File: src/rtl/me_pkg.sv
// Shared widths, stream ids and lane helpers for the motion-estimation pixel feeder.
package me_pkg;

    localparam int PIX_W     = 8;
    localparam int CUR_BUS_W = 32;
    localparam int REF_BUS_W = 64;
    localparam int MEM_W     = 64;

    typedef enum logic {
        STRM_CUR = 1'b0,
        STRM_REF = 1'b1
    } strm_e;

    // Byte 0 of the current frame sits in the low lane, so half 0 is the low 32 bits.
    function automatic logic [CUR_BUS_W-1:0] cur_half(input logic [MEM_W-1:0] word,
                                                      input logic             half);
        return half ? word[MEM_W-1:CUR_BUS_W] : word[CUR_BUS_W-1:0];
    endfunction

endpackage

File: src/rtl/me_sync_fifo.sv
// Single-clock first-word-fall-through FIFO; head word is visible on dout while not empty.
module me_sync_fifo #(
    parameter int WIDTH = 64,
    parameter int DEPTH = 4
) (
    input  logic                         clk,
    input  logic                         rst,
    input  logic                         push,
    input  logic [WIDTH-1:0]             din,
    input  logic                         pop,
    output logic [WIDTH-1:0]             dout,
    output logic                         full,
    output logic                         empty,
    output logic [$clog2(DEPTH+1)-1:0]   count
);

    localparam int AW = $clog2(DEPTH);
    localparam int CW = $clog2(DEPTH+1);

    logic [WIDTH-1:0] mem [DEPTH];
    logic [AW-1:0]    wr_ptr;
    logic [AW-1:0]    rd_ptr;
    logic             do_push;
    logic             do_pop;

    assign full    = (count == CW'(DEPTH));
    assign empty   = (count == '0);
    assign do_push = push & ~full;
    assign do_pop  = pop & ~empty;
    assign dout    = mem[rd_ptr];

    always_ff @(posedge clk) begin
        if (rst) begin
            wr_ptr <= '0;
            rd_ptr <= '0;
            count  <= '0;
        end else begin
            if (do_push) wr_ptr <= wr_ptr + AW'(1);
            if (do_pop)  rd_ptr <= rd_ptr + AW'(1);
            count <= count + CW'(do_push) - CW'(do_pop);
        end
    end

    // Storage carries data only, so it is left out of reset.
    always_ff @(posedge clk) begin
        if (do_push) mem[wr_ptr] <= din;
    end

endmodule

File: src/rtl/me_pixel_feeder.sv
// Serves ME pixel requests from per-stream prefetch FIFOs and keeps them topped up
// with in-order 64-bit frame-buffer reads, tagged by stream.
module me_pixel_feeder
    import me_pkg::*;
#(
    parameter logic [31:0] CUR_BASE  = 32'h0000_0000,
    parameter logic [31:0] REF_BASE  = 32'h0080_0000,
    parameter int          CUR_BYTES = 8294400,
    parameter int          REF_BYTES = 23945760,
    parameter int          DEPTH     = 4
) (
    input  logic                 clk,
    input  logic                 rst,
    input  logic                 need_cur,
    input  logic                 need_ref,
    output logic [CUR_BUS_W-1:0] cur_in,
    output logic [REF_BUS_W-1:0] ref_in,
    output logic                 cur_vld,
    output logic                 ref_vld,
    output logic                 cur_wrap,
    output logic                 ref_wrap,
    output logic                 mem_rd_req,
    output logic [31:0]          mem_rd_addr,
    input  logic                 mem_rd_gnt,
    input  logic                 mem_rd_vld,
    input  logic [MEM_W-1:0]     mem_rd_data
);

    localparam int CNT_W = $clog2(DEPTH+1);
    localparam int SUM_W = CNT_W + 1;
    localparam int TAG_CW = $clog2(2*DEPTH+1);

    logic [MEM_W-1:0]  cur_head, ref_head;
    logic              cur_full, cur_empty, ref_full, ref_empty;
    logic [CNT_W-1:0]  cur_cnt, ref_cnt;
    logic [0:0]        tag_head, tag_din;
    logic              tag_full, tag_empty;
    logic [TAG_CW-1:0] tag_cnt;
    logic              tag_unused;

    logic [CNT_W-1:0]  out_cur, out_ref;
    logic [31:0]       off_cur, off_ref, off_cur_nxt, off_ref_nxt;
    logic              half;
    strm_e             req_strm;

    logic              gnt_any, gnt_cur, gnt_ref;
    logic              ret_ok, ret_cur, ret_ref;
    logic              serve_cur, serve_ref, pop_cur, pop_ref;
    logic              hit_cur_end, hit_ref_end;
    logic [SUM_W-1:0]  sum_cur, sum_ref, sum_cur_nxt, sum_ref_nxt;
    logic              elig_cur, elig_ref, pick_ref;

    // Returns during reset are stale by construction; drop them.
    assign ret_ok  = mem_rd_vld & ~rst & ~tag_empty;
    assign ret_cur = ret_ok & (strm_e'(tag_head) == STRM_CUR);
    assign ret_ref = ret_ok & (strm_e'(tag_head) == STRM_REF);

    assign gnt_any = mem_rd_req & mem_rd_gnt & ~rst;
    assign gnt_cur = gnt_any & (req_strm == STRM_CUR);
    assign gnt_ref = gnt_any & (req_strm == STRM_REF);
    assign tag_din = 1'(req_strm);

    assign serve_cur = need_cur & ~cur_empty;
    assign serve_ref = need_ref & ~serve_cur & ~ref_empty;
    assign pop_cur   = serve_cur & half;
    assign pop_ref   = serve_ref;

    assign tag_unused = ^{cur_full, ref_full, tag_full, tag_cnt};

    me_sync_fifo #(.WIDTH(MEM_W), .DEPTH(DEPTH)) u_cur_fifo (
        .clk   (clk),
        .rst   (rst),
        .push  (ret_cur),
        .din   (mem_rd_data),
        .pop   (pop_cur),
        .dout  (cur_head),
        .full  (cur_full),
        .empty (cur_empty),
        .count (cur_cnt)
    );

    me_sync_fifo #(.WIDTH(MEM_W), .DEPTH(DEPTH)) u_ref_fifo (
        .clk   (clk),
        .rst   (rst),
        .push  (ret_ref),
        .din   (mem_rd_data),
        .pop   (pop_ref),
        .dout  (ref_head),
        .full  (ref_full),
        .empty (ref_empty),
        .count (ref_cnt)
    );

    me_sync_fifo #(.WIDTH(1), .DEPTH(2*DEPTH)) u_tag_fifo (
        .clk   (clk),
        .rst   (rst),
        .push  (gnt_any),
        .din   (tag_din),
        .pop   (ret_ok),
        .dout  (tag_head),
        .full  (tag_full),
        .empty (tag_empty),
        .count (tag_cnt)
    );

    // Fetch offsets advance per grant and fold back to the base at the end of each region.
    assign hit_cur_end = (off_cur + 32'd8 == 32'(CUR_BYTES));
    assign hit_ref_end = (off_ref + 32'd8 == 32'(REF_BYTES));

    always_comb begin
        off_cur_nxt = off_cur;
        off_ref_nxt = off_ref;
        if (gnt_cur) off_cur_nxt = hit_cur_end ? 32'd0 : off_cur + 32'd8;
        if (gnt_ref) off_ref_nxt = hit_ref_end ? 32'd0 : off_ref + 32'd8;
    end

    assign cur_wrap = gnt_cur & hit_cur_end;
    assign ref_wrap = gnt_ref & hit_ref_end;

    // A return moves a credit from out to occ, so only grants and pops change the sum.
    always_comb begin
        sum_cur     = SUM_W'(cur_cnt) + SUM_W'(out_cur);
        sum_ref     = SUM_W'(ref_cnt) + SUM_W'(out_ref);
        sum_cur_nxt = sum_cur + SUM_W'(gnt_cur) - SUM_W'(pop_cur);
        sum_ref_nxt = sum_ref + SUM_W'(gnt_ref) - SUM_W'(pop_ref);
        elig_cur    = (sum_cur_nxt < SUM_W'(DEPTH));
        elig_ref    = (sum_ref_nxt < SUM_W'(DEPTH));
        pick_ref    = elig_ref & (~elig_cur | (sum_ref_nxt < sum_cur_nxt));
    end

    // Issue stage: a raised request holds stream and address until granted.
    always_ff @(posedge clk) begin
        if (rst) begin
            mem_rd_req  <= 1'b0;
            req_strm    <= STRM_CUR;
            mem_rd_addr <= CUR_BASE;
        end else if (!mem_rd_req || mem_rd_gnt) begin
            mem_rd_req  <= elig_cur | elig_ref;
            req_strm    <= pick_ref ? STRM_REF : STRM_CUR;
            mem_rd_addr <= pick_ref ? (REF_BASE + off_ref_nxt) : (CUR_BASE + off_cur_nxt);
        end
    end

    always_ff @(posedge clk) begin
        if (rst) begin
            off_cur <= '0;
            off_ref <= '0;
            out_cur <= '0;
            out_ref <= '0;
        end else begin
            off_cur <= off_cur_nxt;
            off_ref <= off_ref_nxt;
            out_cur <= out_cur + CNT_W'(gnt_cur) - CNT_W'(ret_cur);
            out_ref <= out_ref + CNT_W'(gnt_ref) - CNT_W'(ret_ref);
        end
    end

    // Serve stage: one stream per cycle, result registered for the ME.
    always_ff @(posedge clk) begin
        if (rst) begin
            half    <= 1'b0;
            cur_vld <= 1'b0;
            ref_vld <= 1'b0;
            cur_in  <= '0;
            ref_in  <= '0;
        end else begin
            cur_vld <= serve_cur;
            ref_vld <= serve_ref;
            if (serve_cur) begin
                cur_in <= cur_half(cur_head, half);
                half   <= ~half;
            end
            if (serve_ref) ref_in <= ref_head;
        end
    end

endmodule

File: config.mk
export PLATFORM = sky130hd
export DESIGN_NAME = me_pixel_feeder
export DESIGN_NICKNAME = d
export VERILOG_FILES = /design/src/rtl/me_pkg.sv /design/src/rtl/me_sync_fifo.sv /design/src/rtl/me_pixel_feeder.sv
export SDC_FILE = /design/constraint.sdc
export NUM_CORES = 1
export LEC_CHECK = 0
export CAP_MARGIN = 0
export CORE_ASPECT_RATIO = 0.9
export CORE_MARGIN = 2
export CORE_UTILIZATION = 53
export DETAILED_ROUTE_END_ITERATION = 16
export GPL_ROUTABILITY_DRIVEN = 0
export HOLD_SLACK_MARGIN = 0.06
export PLACE_DENSITY = 0.8
export REMOVE_ABC_BUFFERS = 1
export SLEW_MARGIN = 20
export SYNTH_ARGS = -nofsm -noshare
export SYNTH_HDL_FRONTEND = slang
export SYNTH_SLANG_ARGS = --single-unit
File: constraint.sdc
create_clock -name clk -period 4.9 [get_ports clk]
set_input_delay 0.49 -clock clk [delete_from_list [all_inputs] [get_ports clk]]
set_output_delay 0.49 -clock clk [all_outputs]
set_load 0.01 [all_outputs]
### Word-level counts from Yosys, hierarchy flattened

Memories as Yosys holds them, arrays and structs flattened. A register that Yosys moved wholly into a read port is not among the register bits.
Cells that the tools add are included.

| storage, ports and cells | value |
|---|---|
| bits in writable memories | 520 |
| bits of input ports | 70 |
| output and inout bits | 133 |
| logic and storage cells | 113 |
| memories kept | 3 |
| bits in registers | 163 |

| operators by class | value |
|---|---|
| add/subtract/negate cells | 25 |
| multiplexer cells | 17 |
| bitwise gates (word level) | 35 |
| magnitude comparators | 3 |
| equal/unequal tests | 5 |
| reductions and logical operators | 5 |

Memory list:

| name | words | width | read ports | clocked after Yosys merged registers in | wr ports | RTL line | source |
|---|---|---|---|---|---|---|---|
| u_cur_fifo.mem | 4 | 64 | 1 | 1 | 1 | me_sync_fifo.sv:20 | `logic [WIDTH-1:0] mem [DEPTH];` |
| u_ref_fifo.mem | 4 | 64 | 1 | 1 | 1 | me_sync_fifo.sv:20 |  |
| u_tag_fifo.mem | 8 | 1 | 1 | 1 | 1 | me_sync_fifo.sv:20 |  |

Operator list:

| kind | number |
|---|---|
| two-way mux 32 bit | 6 |
| adder 32 x 4 -> 32 bit, second input constant | 2 |
| adder 24 x 32 -> 32 bit, first input constant | 1 |
| equality test 32 x 23 -> 1 bit, second input constant | 1 |
| equality test 32 x 25 -> 1 bit, second input constant | 1 |
| bitwise AND 1 bit | 21 |
| adder 3 x 1 -> 3 bit | 4 |
| adder 4 x 1 -> 4 bit | 3 |
| NOT 1 bit | 12 |
| subtractor 3 x 1 -> 3 bit | 4 |
| subtractor 4 x 1 -> 4 bit | 3 |
| adder 2 x 1 -> 2 bit, second input constant | 4 |
| adder 3 x 3 -> 4 bit | 2 |
| less-than comparator 4 x 3 -> 1 bit, second input constant | 2 |
| two-way mux 1 bit | 7 |
| adder 3 x 1 -> 3 bit, second input constant | 2 |
| equality test 3 bit, second input constant | 2 |
| logical NOT 3 bit | 2 |
| two-way mux 3 bit | 2 |
| equality test 4 bit, second input constant | 1 |
| logical NOT 4 bit | 1 |
| less-than comparator 4 bit | 1 |
| two-way mux 2 bit | 2 |
| OR 1 bit | 2 |
| other kinds (2) | 2 |

### Logic depth before layout (Yosys ltp)

Gate-level depths: netlist of run 1.

| depth | value |
|---|---|
| depth after elaboration | 11 |
| mapped depth | 21 |
| mapped depth without buffers | 18 |

### Modules after synthesis

From an unflattened synthesis of run 1, not the netlist that was laid out.

| unflattened totals | value |
|---|---|
| cell total of the unflattened synthesis | 2093 |
| area, all modules | 30574.3 um2 |

By module, submodules not included:

| module | cells an instance | area each (um2) | seq. area each (um2) | instances |
|---|---|---|---|---|
| me_sync_fifo (u_cur_fifo ...) | 385 | 9781.9 | 7867.5 | 2 |
| me_pixel_feeder | 1231 | 9972.1 | 4063.9 | 1 |
| me_sync_fifo (u_tag_fifo) | 92 | 1038.5 | 500.5 | 1 |

### Worst setup path before layout of run 1

Ideal clock, no wire load.

| timing | value |
|---|---|
| path type | input port to flip-flop |
| start | input rst |
| end | register mem_rd_addr[15] |
| buffers on the path | 3 |
| library setup time | 0.128 ns |
| path slack | 0.183 ns |
| data arrival time | 4.590 ns |
| cell stages on the path | 19 |
| required time | 4.772 ns |
| path through | inv_1 nand3_1 nor2_1 inv_1 clkbuf_1 clkbuf_1 ha_1 fa_1 fa_1 xor2_1 ha_1 a21o_1 a21o_1 a311oi_1 clkbuf_1 nand2_1 nand2_1 a2bb2oi_1 nor2_1 |

| on the way | value |
|---|---|
| cells in the longest elaborated chain, start to end | 10 |
| elaborated cells between the ends (all ways) | 18 |
| those cells by class | add/sub: 5; order compare: 3; mux: 3; bitwise: 7 |

RTL lines:

| item | RTL line | source |
|---|---|---|
| start, declared | me_pixel_feeder.sv:13 | `input logic rst,` |
| NOT 1 bit | me_pixel_feeder.sv:58 | `assign gnt_any = mem_rd_req & mem_rd_gnt & ~rst;` |
| bitwise AND 1 bit | me_pixel_feeder.sv:58 |  |
| bitwise AND 1 bit | me_pixel_feeder.sv:59 | `assign gnt_cur = gnt_any & (req_strm == STRM_CUR);` |
| adder 4 x 1 -> 4 bit | me_pixel_feeder.sv:124 | `sum_cur_nxt = sum_cur + SUM_W'(gnt_cur) - SUM_W'(pop_cur);` |
| subtractor 4 x 1 -> 4 bit | me_pixel_feeder.sv:124 |  |
| less-than comparator 4 x 3 -> 1 bit | me_pixel_feeder.sv:126 | `elig_cur = (sum_cur_nxt < SUM_W'(DEPTH));` |
| NOT 1 bit | me_pixel_feeder.sv:128 | `pick_ref = elig_ref & (~elig_cur \| (sum_ref_nxt < sum_cur_nxt));` |
| OR 1 bit | me_pixel_feeder.sv:128 |  |
| bitwise AND 1 bit | me_pixel_feeder.sv:128 |  |
| two-way mux 32 bit | me_pixel_feeder.sv:140 | `mem_rd_addr <= pick_ref ? (REF_BASE + off_ref_nxt) : (CUR_BASE + off_cur_nxt);` |
| end signal, assigned | me_pixel_feeder.sv:140 |  |
| end, declared | me_pixel_feeder.sv:23 | `output logic [31:0] mem_rd_addr,` |

Parallel ways exist; a longest one is shown, timed or not.
A chain may end at the register's enable or synchronous reset.

### Worst setup path after layout of run 1

| timing | value |
|---|---|
| start | register off_ref[5] |
| end | output ref_wrap |

| on the way | value |
|---|---|
| cells in the longest elaborated chain, start to end | 3 |

RTL lines:

| item | RTL line | source |
|---|---|---|
| start, declared | me_pixel_feeder.sv:42 | `logic [31:0] off_cur, off_ref, off_cur_nxt, off_ref_nxt;` |
| start signal, assigned | me_pixel_feeder.sv:152 | `off_ref <= off_ref_nxt;` |
| adder 32 x 4 -> 32 bit | me_pixel_feeder.sv:108 | `assign hit_ref_end = (off_ref + 32'd8 == 32'(REF_BYTES));` |
| equality test 32 x 25 -> 1 bit | me_pixel_feeder.sv:108 |  |
| bitwise AND 1 bit | me_pixel_feeder.sv:118 | `assign ref_wrap = gnt_ref & hit_ref_end;` |
| end, declared | me_pixel_feeder.sv:21 | `output logic ref_wrap,` |

No other way between the ends.

==> impl_table.tex, run 1 <==
\begin{tabular}{lr}
\hline
Metric & Value \\
\hline
\multicolumn{2}{l}{\textbf{Finish}} \\
\quad Leading cell type in the layout, fill and taps excluded & sky130\_fd\_sc\_hd\_\_edfxtp\_1 \\
\quad Fill cells & 4029 \\
\quad Final Util & 0.631 \\
\quad Area occupied by multi-input gates & 9360 um2 \\
\quad Area growth from synthesis to layout & 18.3\% \\
\quad Final std cells w/o fill & 3129 \\
\quad Sequential cell area & 20300 um2 \\
\quad Final net count & 2416 \\
\quad Total non-filler cell area in the finished layout & 35800 um2 \\
\quad Leading cell types in the layout, fill and taps excluded & 520 x sky130\_fd\_sc\_hd\_\_edfxtp\_1, 227 x sky130\_fd\_sc\_hd\_\_dfxtp\_1, 222 x sky130\_fd\_sc\_hd\_\_nand2\_1, 201 x sky130\_fd\_sc\_hd\_\_clkdlybuf4s50\_1, 162 x sky130\_fd\_sc\_hd\_\_nor2\_1 \\
\quad Ratio of cells with drive above 1 in the final layout & 0.135 \\
\multicolumn{2}{l}{\textbf{Timing}} \\
\quad Setup repair after global routing missed its margin & false \\
\quad Min setup slack post-route & 335 ps \\
\quad Worst hold-check slack & 116 ps \\
\quad Worst clock skew & 41.9 ps \\
\quad Final Hold Violating Endpoints & 0 \\
\quad Number of setup violations in the final report & 0 \\
\quad Period utilisation layout & 0.932 \\
\quad Achievable frequency & 219 MHz \\
\quad Relative slew slack & 0.284 \\
\quad Time the worst path needs with I/O delays and setup & 4560 ps \\
\quad Number of pins with negative max-slew slack in the final report & 0 \\
\quad Final sum of negative setup slack & 0 ps \\
\quad Measured slew at the worst slew-check pin & 1070 ps \\
\multicolumn{2}{l}{\textbf{Clocking}} \\
\quad Cts-stage hold buffer count & 0 \\
\quad Clock buffer count from CTS & 75 \\
\quad Post-CTS Resized & 0 \\
\quad Clock slew at reported path FFs & 60 ps \\
\quad Maximum buffer depth of the clock tree & 3 \\
\quad CTS tree & built \\
\quad Clk Latency, worst-skew pair & 650 ps \\
\quad Root buf cell & sky130\_fd\_sc\_hd\_\_clkbuf\_16 \\
\quad Total number of H-tree levels & 3 \\
\quad Number of sinks on the clock net & 752 \\
\quad Post-CTS Setup Inserts & 0 \\
\multicolumn{2}{l}{\textbf{Synthesis}} \\
\quad Share of the synthesized area in the top cell type & 0.516 \\
\quad Proportion of synthesized flip-flops having asynchronous set or reset & 0 \\
\quad Total standard cell area after synthesis & 30200 um2 \\
\quad Number of synthesized flops with an enable pin & 520 \\
\quad Synthesized netlist cell count & 2103 \\
\quad Share of synthesized area occupied by flip-flops and latches & 0.670 \\
\quad Syn\_area\_per\_cell & 14.4 um2 \\
\quad Most used flip-flop cell after synthesis & sky130\_fd\_sc\_hd\_\_edfxtp\_1 \\
\quad Synthesis Warnings & 0 \\
\quad Number of flip-flops and latches in the synthesized netlist & 752 \\
\quad Cell type contributing the most total cell area after synthesis & sky130\_fd\_sc\_hd\_\_edfxtp\_1 \\
\quad Ranking of synthesized cells by area & sky130\_fd\_sc\_hd\_\_edfxtp\_1 52\%, sky130\_fd\_sc\_hd\_\_dfxtp\_1 15\%, sky130\_fd\_sc\_hd\_\_mux4\_2 9.7\%, sky130\_fd\_sc\_hd\_\_nand2\_1 2.8\%, sky130\_fd\_sc\_hd\_\_nor2\_1 2.0\% \\
\quad Count of different cell masters after synthesis & 74 \\
\multicolumn{2}{l}{\textbf{Power and ir drop}} \\
\quad Worst IR drop on VDD & 0.448 mV \\
\quad Overall power after layout & 17.8 mW \\
\quad Reported leakage power & 11.5 nW \\
\quad Power density relative to cell area & 497 nW/um2 \\
\multicolumn{2}{l}{\textbf{Flow run}} \\
\quad Number of violations of the max-capacitance limit & 0 \\
\multicolumn{2}{l}{\textbf{Min path}} \\
\quad Hold\_sp & rst \\
\quad Hold WC Path Type & input port to flip-flop \\
\multicolumn{2}{l}{\textbf{Worst setup path}} \\
\quad Data arrival at the endpoint of the critical path & 4070 ps \\
\quad Critical Path Source Type & flip-flop \\
\quad Maximum net fanout on the critical path & 10 \\
\quad Kind of critical path & flip-flop to output port \\
\quad Start point of the critical path & off\_ref[5] \\
\quad Worst-path cell with the longest stage delay & sky130\_fd\_sc\_hd\_\_or4\_4 \\
\quad Cell type group with the largest total delay on the critical path & simple AND/OR/NAND/NOR gates \\
\quad Kind of end point of the critical path & output port \\
\quad Slowest stage delay, CP & 560 ps \\
\quad Reg-to-Reg Start & u\_cur\_fifo.count[1] \\
\quad Cell chain of the critical path & nand3\_2, or2\_1, or4\_4, or3\_1, a31oi\_1, and4\_2, and2\_1, clkdlybuf4s50\_1 \\
\quad Count of buffering cells on the critical path with inverters included & 1 \\
\quad Required arrival time at the worst endpoint & 4410 ps \\
\multicolumn{2}{l}{\textbf{Placed design}} \\
\quad DP Cell Count & 2985 \\
\quad Post-placement cell area & 33100 um2 \\
\quad Number of port buffers & 202 \\
\quad DP Worst Slack & 87.3 ps \\
\quad Estimated wirelength of the detail-placed design & 41600 um \\
\multicolumn{2}{l}{\textbf{Die}} \\
\quad Die width & 256 um \\
\quad Die height & 231 um \\
\quad Floorplan row count & 83 \\
\quad Core Area & 56700 um2 \\
\quad I/O pin count & 203 \\
\quad Initial core utilization & 0.533 \\
\quad Die footprint & 59000 um2 \\
\multicolumn{2}{l}{\textbf{Global routing}} \\
\quad GRT Total Usage & 0.240 \\
\quad Total congestion overflow & 0 \\
\quad Maximum number of pins on one net before global-route repair & 91 \\
\quad Vias in the first global route & 18973 \\
\quad Global-route wire length before repair & 109000 um \\
\quad Initial antenna violation count & 8 \\
\multicolumn{2}{l}{\textbf{Detailed routing}} \\
\quad Vias after detailed routing & 18744 \\
\quad Final wirelength & 70800 um \\
\quad Wire length per cell after detailed routing & 22.6 um \\
\quad DRC marker count from the first detailed-route iteration & 1987 \\
\quad First-pass iteration count of the detailed router & 6 \\
\quad Via density per instance & 5.99 \\
\quad Detail Route Antenna Nets & 0 \\
\quad DRC viols & 0 \\
\multicolumn{2}{l}{\textbf{Run status}} \\
\quad Result of the run & finished clean \\
\hline
\end{tabular}
-- layer usage --
layer / global-route usage / wire length [um] / up-vias
li1: - / - / 8297
met1: 0.313 / 28000 / 9402
met2: 0.410 / 35200 / 880
met3: 0.0466 / 5630 / 155
met4: 0.0722 / 1820 / 10
met5: 0 / 76 / -
-- power by group --
group	total (mW)	internal [mW]	switching [mW]
Clock	6.19	3.68	2.51
Combinational	3.98	1.81	2.17
Sequential	7.60	7.25	0.349
Total	17.8	12.7	5.03
-- sequential cells by signal, indices dropped and copies added, names as in the netlist, 3 cells and up, named ones only --
register           cells
u_cur_fifo.mem       256
u_ref_fifo.mem       256
ref_in                64
cur_in                32
mem_rd_addr           32
off_cur               32
off_ref               32
u_tag_fifo.mem         8
u_tag_fifo.count       4
out_cur                3
out_ref                3
u_cur_fifo.count       3
u_ref_fifo.count       3
u_tag_fifo.rd_ptr      3
u_tag_fifo.wr_ptr      3
-- synth_stat cells (all sizes together) (3+ instances only) --
library cell,number
a21o,8
mux2i,39
a211oi,41
nor2b,15
o31a,4
dfxtp,232
o211ai,6
and3,13
nand4,20
a21oi,112
fa,9
or3,13
nand2b,8
or2,6
a31oi,13
nand2,223
or4,8
buf,40
and4,16
o221ai,4
a311oi,8
and2,27
ha,40
nand3,40
o21ai,35
xor2,33
edfxtp,520
inv,51
nor2,162
clkbuf,78
nor4,25
nor3b,3
nor3,40
mux4,130
o31ai,3
a2111oi,4
xnor2,50
-- kinds of logic after synthesis --
kind of cell	after synthesis	share of synthesized area
fa+ha+maj	49	0.0225
compound gates	253	0.0517
xor+xnor	83	0.0240
simple gates	627	0.0995
flops	752	0.670
mux	170	0.110
buf+inv	169	0.0221
-- cell type report --
cell class	count	share of cell area
Clock inverter	46	0.0197
Antenna cell	4	0.000280
Inverter	51	0.00535
Tap cell	765	0.0268
Sequential cell	752	0.567
Clock buffer	94	0.0556
Multi-Input combinational cell	1182	0.262
Timing Repair Buffer	235	0.0638
-- final timing paths --
path	slack [ps]	end	cells after the start
setup / recovery	340	ref_wrap	8
setup reg to reg	480	mem_rd_addr[14]	15
hold reg to reg	450	mem_rd_addr[8]	2
hold / removal	120	mem_rd_req	2
Note: power is estimated with default switching activity, not from simulation.
==> run 2: changes to the inputs <==
Settings changed: REMOVE_ABC_BUFFERS 1 to unset.
==> run 2 against run 1 <==
Clock skew rose by 12 ps. Sequential share of layout area barely moved. Global-route usage rose by 0.25 points. Die area did not move. Critical path depth rose by 1. Cell count fell by 0.13%. Register-to-register slack improved by 120 ps. Critical path type unchanged. Critical endpoint unchanged. Highest routed layer unchanged.
==> impl_table.tex, run 2 (synthesis gave the netlist of run 1 again) <==
\begin{tabular}{lr}
\hline
Metric & Value \\
\hline
\multicolumn{2}{l}{\textbf{Worst setup path}} \\
\quad Data arrival at the endpoint of the critical path & 4210 ps \\
\quad Kind of critical path & flip-flop to output port \\
\quad Start point of the critical path & off\_ref[3] \\
\quad Required arrival time at the worst endpoint & 4410 ps \\
\quad Critical Path Source Type & flip-flop \\
\quad Maximum net fanout on the critical path & 8 \\
\quad Reg-to-Reg Start & u\_cur\_fifo.count[1] \\
\quad Kind of end point of the critical path & output port \\
\multicolumn{2}{l}{\textbf{Timing}} \\
\quad Achievable frequency & 213 MHz \\
\quad Final Hold Violating Endpoints & 0 \\
\quad Final sum of negative setup slack & 0 ps \\
\quad Measured slew at the worst slew-check pin & 1220 ps \\
\quad Setup repair after global routing missed its margin & false \\
\quad Time the worst path needs with I/O delays and setup & 4700 ps \\
\quad Min setup slack post-route & 197 ps \\
\quad Number of setup violations in the final report & 0 \\
\quad Relative slew slack & 0.189 \\
\quad Worst clock skew & 53.6 ps \\
\quad Period utilisation layout & 0.960 \\
\quad Number of pins with negative max-slew slack in the final report & 0 \\
\multicolumn{2}{l}{\textbf{Die}} \\
\quad Die width & 256 um \\
\quad Die footprint & 59000 um2 \\
\quad Floorplan row count & 83 \\
\quad Die height & 231 um \\
\quad I/O pin count & 203 \\
\quad Core Area & 56700 um2 \\
\quad Initial core utilization & 0.533 \\
\multicolumn{2}{l}{\textbf{Clocking}} \\
\quad Post-CTS Resized & 0 \\
\quad Maximum buffer depth of the clock tree & 3 \\
\quad Clock buffer count from CTS & 75 \\
\quad Root buf cell & sky130\_fd\_sc\_hd\_\_clkbuf\_16 \\
\quad Post-CTS Setup Inserts & 0 \\
\quad Number of sinks on the clock net & 752 \\
\quad Clock slew at reported path FFs & 60 ps \\
\quad Cts-stage hold buffer count & 1 \\
\quad Total number of H-tree levels & 3 \\
\quad CTS tree & built \\
\quad Clk Latency, worst-skew pair & 640 ps \\
\multicolumn{2}{l}{\textbf{Placed design}} \\
\quad Number of port buffers & 202 \\
\quad Estimated wirelength of the detail-placed design & 41600 um \\
\quad DP Worst Slack & 182 ps \\
\quad DP Cell Count & 2980 \\
\quad Post-placement cell area & 33100 um2 \\
\multicolumn{2}{l}{\textbf{Power and ir drop}} \\
\quad Int Power & 12.5 mW \\
\quad Clock power share & 0.334 \\
\quad Share of total power consumed by net switching & 0.289 \\
\quad Power density relative to cell area & 490 nW/um2 \\
\quad Net switching power & 5.07 mW \\
\quad Part of the total power dissipated in combinational logic & 0.231 \\
\quad Overall power after layout & 17.5 mW \\
\quad Reported leakage power & 11.5 nW \\
\quad Worst IR drop on VDD & 0.570 mV \\
\quad Sequential power share & 0.434 \\
\multicolumn{2}{l}{\textbf{Finish}} \\
\quad Largest regs & u\_cur\_fifo.mem x256, u\_ref\_fifo.mem x256, ref\_in x64 \\
\quad Final net count & 2415 \\
\quad Area growth from synthesis to layout & 18.2\% \\
\quad Leading cell types in the layout, fill and taps excluded & 520 x sky130\_fd\_sc\_hd\_\_edfxtp\_1, 227 x sky130\_fd\_sc\_hd\_\_dfxtp\_1, 222 x sky130\_fd\_sc\_hd\_\_nand2\_1, 201 x sky130\_fd\_sc\_hd\_\_clkdlybuf4s50\_1, 162 x sky130\_fd\_sc\_hd\_\_nor2\_1 \\
\quad Ratio of cells with drive above 1 in the final layout & 0.133 \\
\quad Final std cells w/o fill & 3125 \\
\quad Total non-filler cell area in the finished layout & 35700 um2 \\
\quad Leading cell type in the layout, fill and taps excluded & sky130\_fd\_sc\_hd\_\_edfxtp\_1 \\
\multicolumn{2}{l}{\textbf{Flow run}} \\
\quad Number of violations of the max-capacitance limit & 0 \\
\multicolumn{2}{l}{\textbf{Detailed routing}} \\
\quad Final wirelength & 71400 um \\
\quad Detail Route Antenna Nets & 0 \\
\quad Wire length per cell after detailed routing & 22.9 um \\
\quad First-pass iteration count of the detailed router & 8 \\
\quad DRC marker count from the first detailed-route iteration & 1984 \\
\quad DRC viols & 0 \\
\quad Vias after detailed routing & 18883 \\
\quad Via density per instance & 6.04 \\
\multicolumn{2}{l}{\textbf{Global routing}} \\
\quad GRT Total Usage & 0.242 \\
\quad Initial antenna violation count & 6 \\
\quad Maximum number of pins on one net before global-route repair & 210 \\
\quad Total congestion overflow & 0 \\
\quad Vias in the first global route & 19133 \\
\quad Global-route wire length before repair & 110000 um \\
\multicolumn{2}{l}{\textbf{Min path}} \\
\quad Hold\_sp & mem\_rd\_addr[6] \\
\quad Hold WC Path Type & flip-flop to flip-flop \\
\multicolumn{2}{l}{\textbf{Run status}} \\
\quad Result of the run & finished clean \\
\multicolumn{2}{l}{\textbf{Synthesis}} \\
\quad Syn Nets & 2222 \\
\hline
\end{tabular}
-- run 2: worst paths after layout --
check	end	slack (ps)	cells after the start
worst max-delay path	ref_wrap	200	9
worst min-delay path	mem_rd_addr[6]	450	2
worst max register to register	mem_rd_addr[7]	600	16
worst min register to register	mem_rd_addr[6]	450	2
-- run 2: through the flow --
step | hold slack, ps | util
finish | 452 | 0.630
global route | 475 | 0.630
CTS | 453 | 0.629
detailed placement | 446 | 0.584
global placement | 439 | 0.584
floorplan | 454 | -
-- run 2: metal layers --
| metal | track usage | wire, um |
|---|---|---|
| met1 | 0.310 | 27800 |
| met5 | 0 | 71 |
| met4 | 0.0874 | 2140 |
| met3 | 0.0487 | 5580 |
| met2 | 0.413 | 35800 |
-- run 2: worst max-delay path, cell delays in order (launching register included) --
cell,delay (ps)
sky130_fd_sc_hd__dfxtp_1,410
sky130_fd_sc_hd__ha_1,310
sky130_fd_sc_hd__nand4_2,250
sky130_fd_sc_hd__or4_1,720
sky130_fd_sc_hd__or3_1,360
sky130_fd_sc_hd__a211oi_1,290
sky130_fd_sc_hd__and4_1,310
sky130_fd_sc_hd__buf_4,190
sky130_fd_sc_hd__and2_1,190
sky130_fd_sc_hd__clkdlybuf4s50_1,560
-- run 2: final cells by class --
type / count / area (um2)
antenna: 1 / 2.50
clock buffer: 102 / 2040
clock inverter: 38 / 507
fill: 3934 / 21000
inverter: 51 / 191
multi-input combinational: 1182 / 9360
sequential: 752 / 20300
tap: 765 / 957
timing repair buffer: 234 / 2420
-- run 2: power by group through the flow --
| stage | sequential [mW] | combinational [mW] | clock (mW) |
|---|---|---|---|
| 2_1_floorplan | 7.66 | 2.46 | 0 |
| 3_3_place_gp | 7.70 | 3.79 | 0 |
| 3_5_place_dp | 7.73 | 3.97 | 0 |
| 4_1_cts | 7.61 | 4.04 | 5.94 |
| 5_1_grt | 7.66 | 4.39 | 6.18 |
| 6_report | 7.61 | 4.05 | 5.86 |
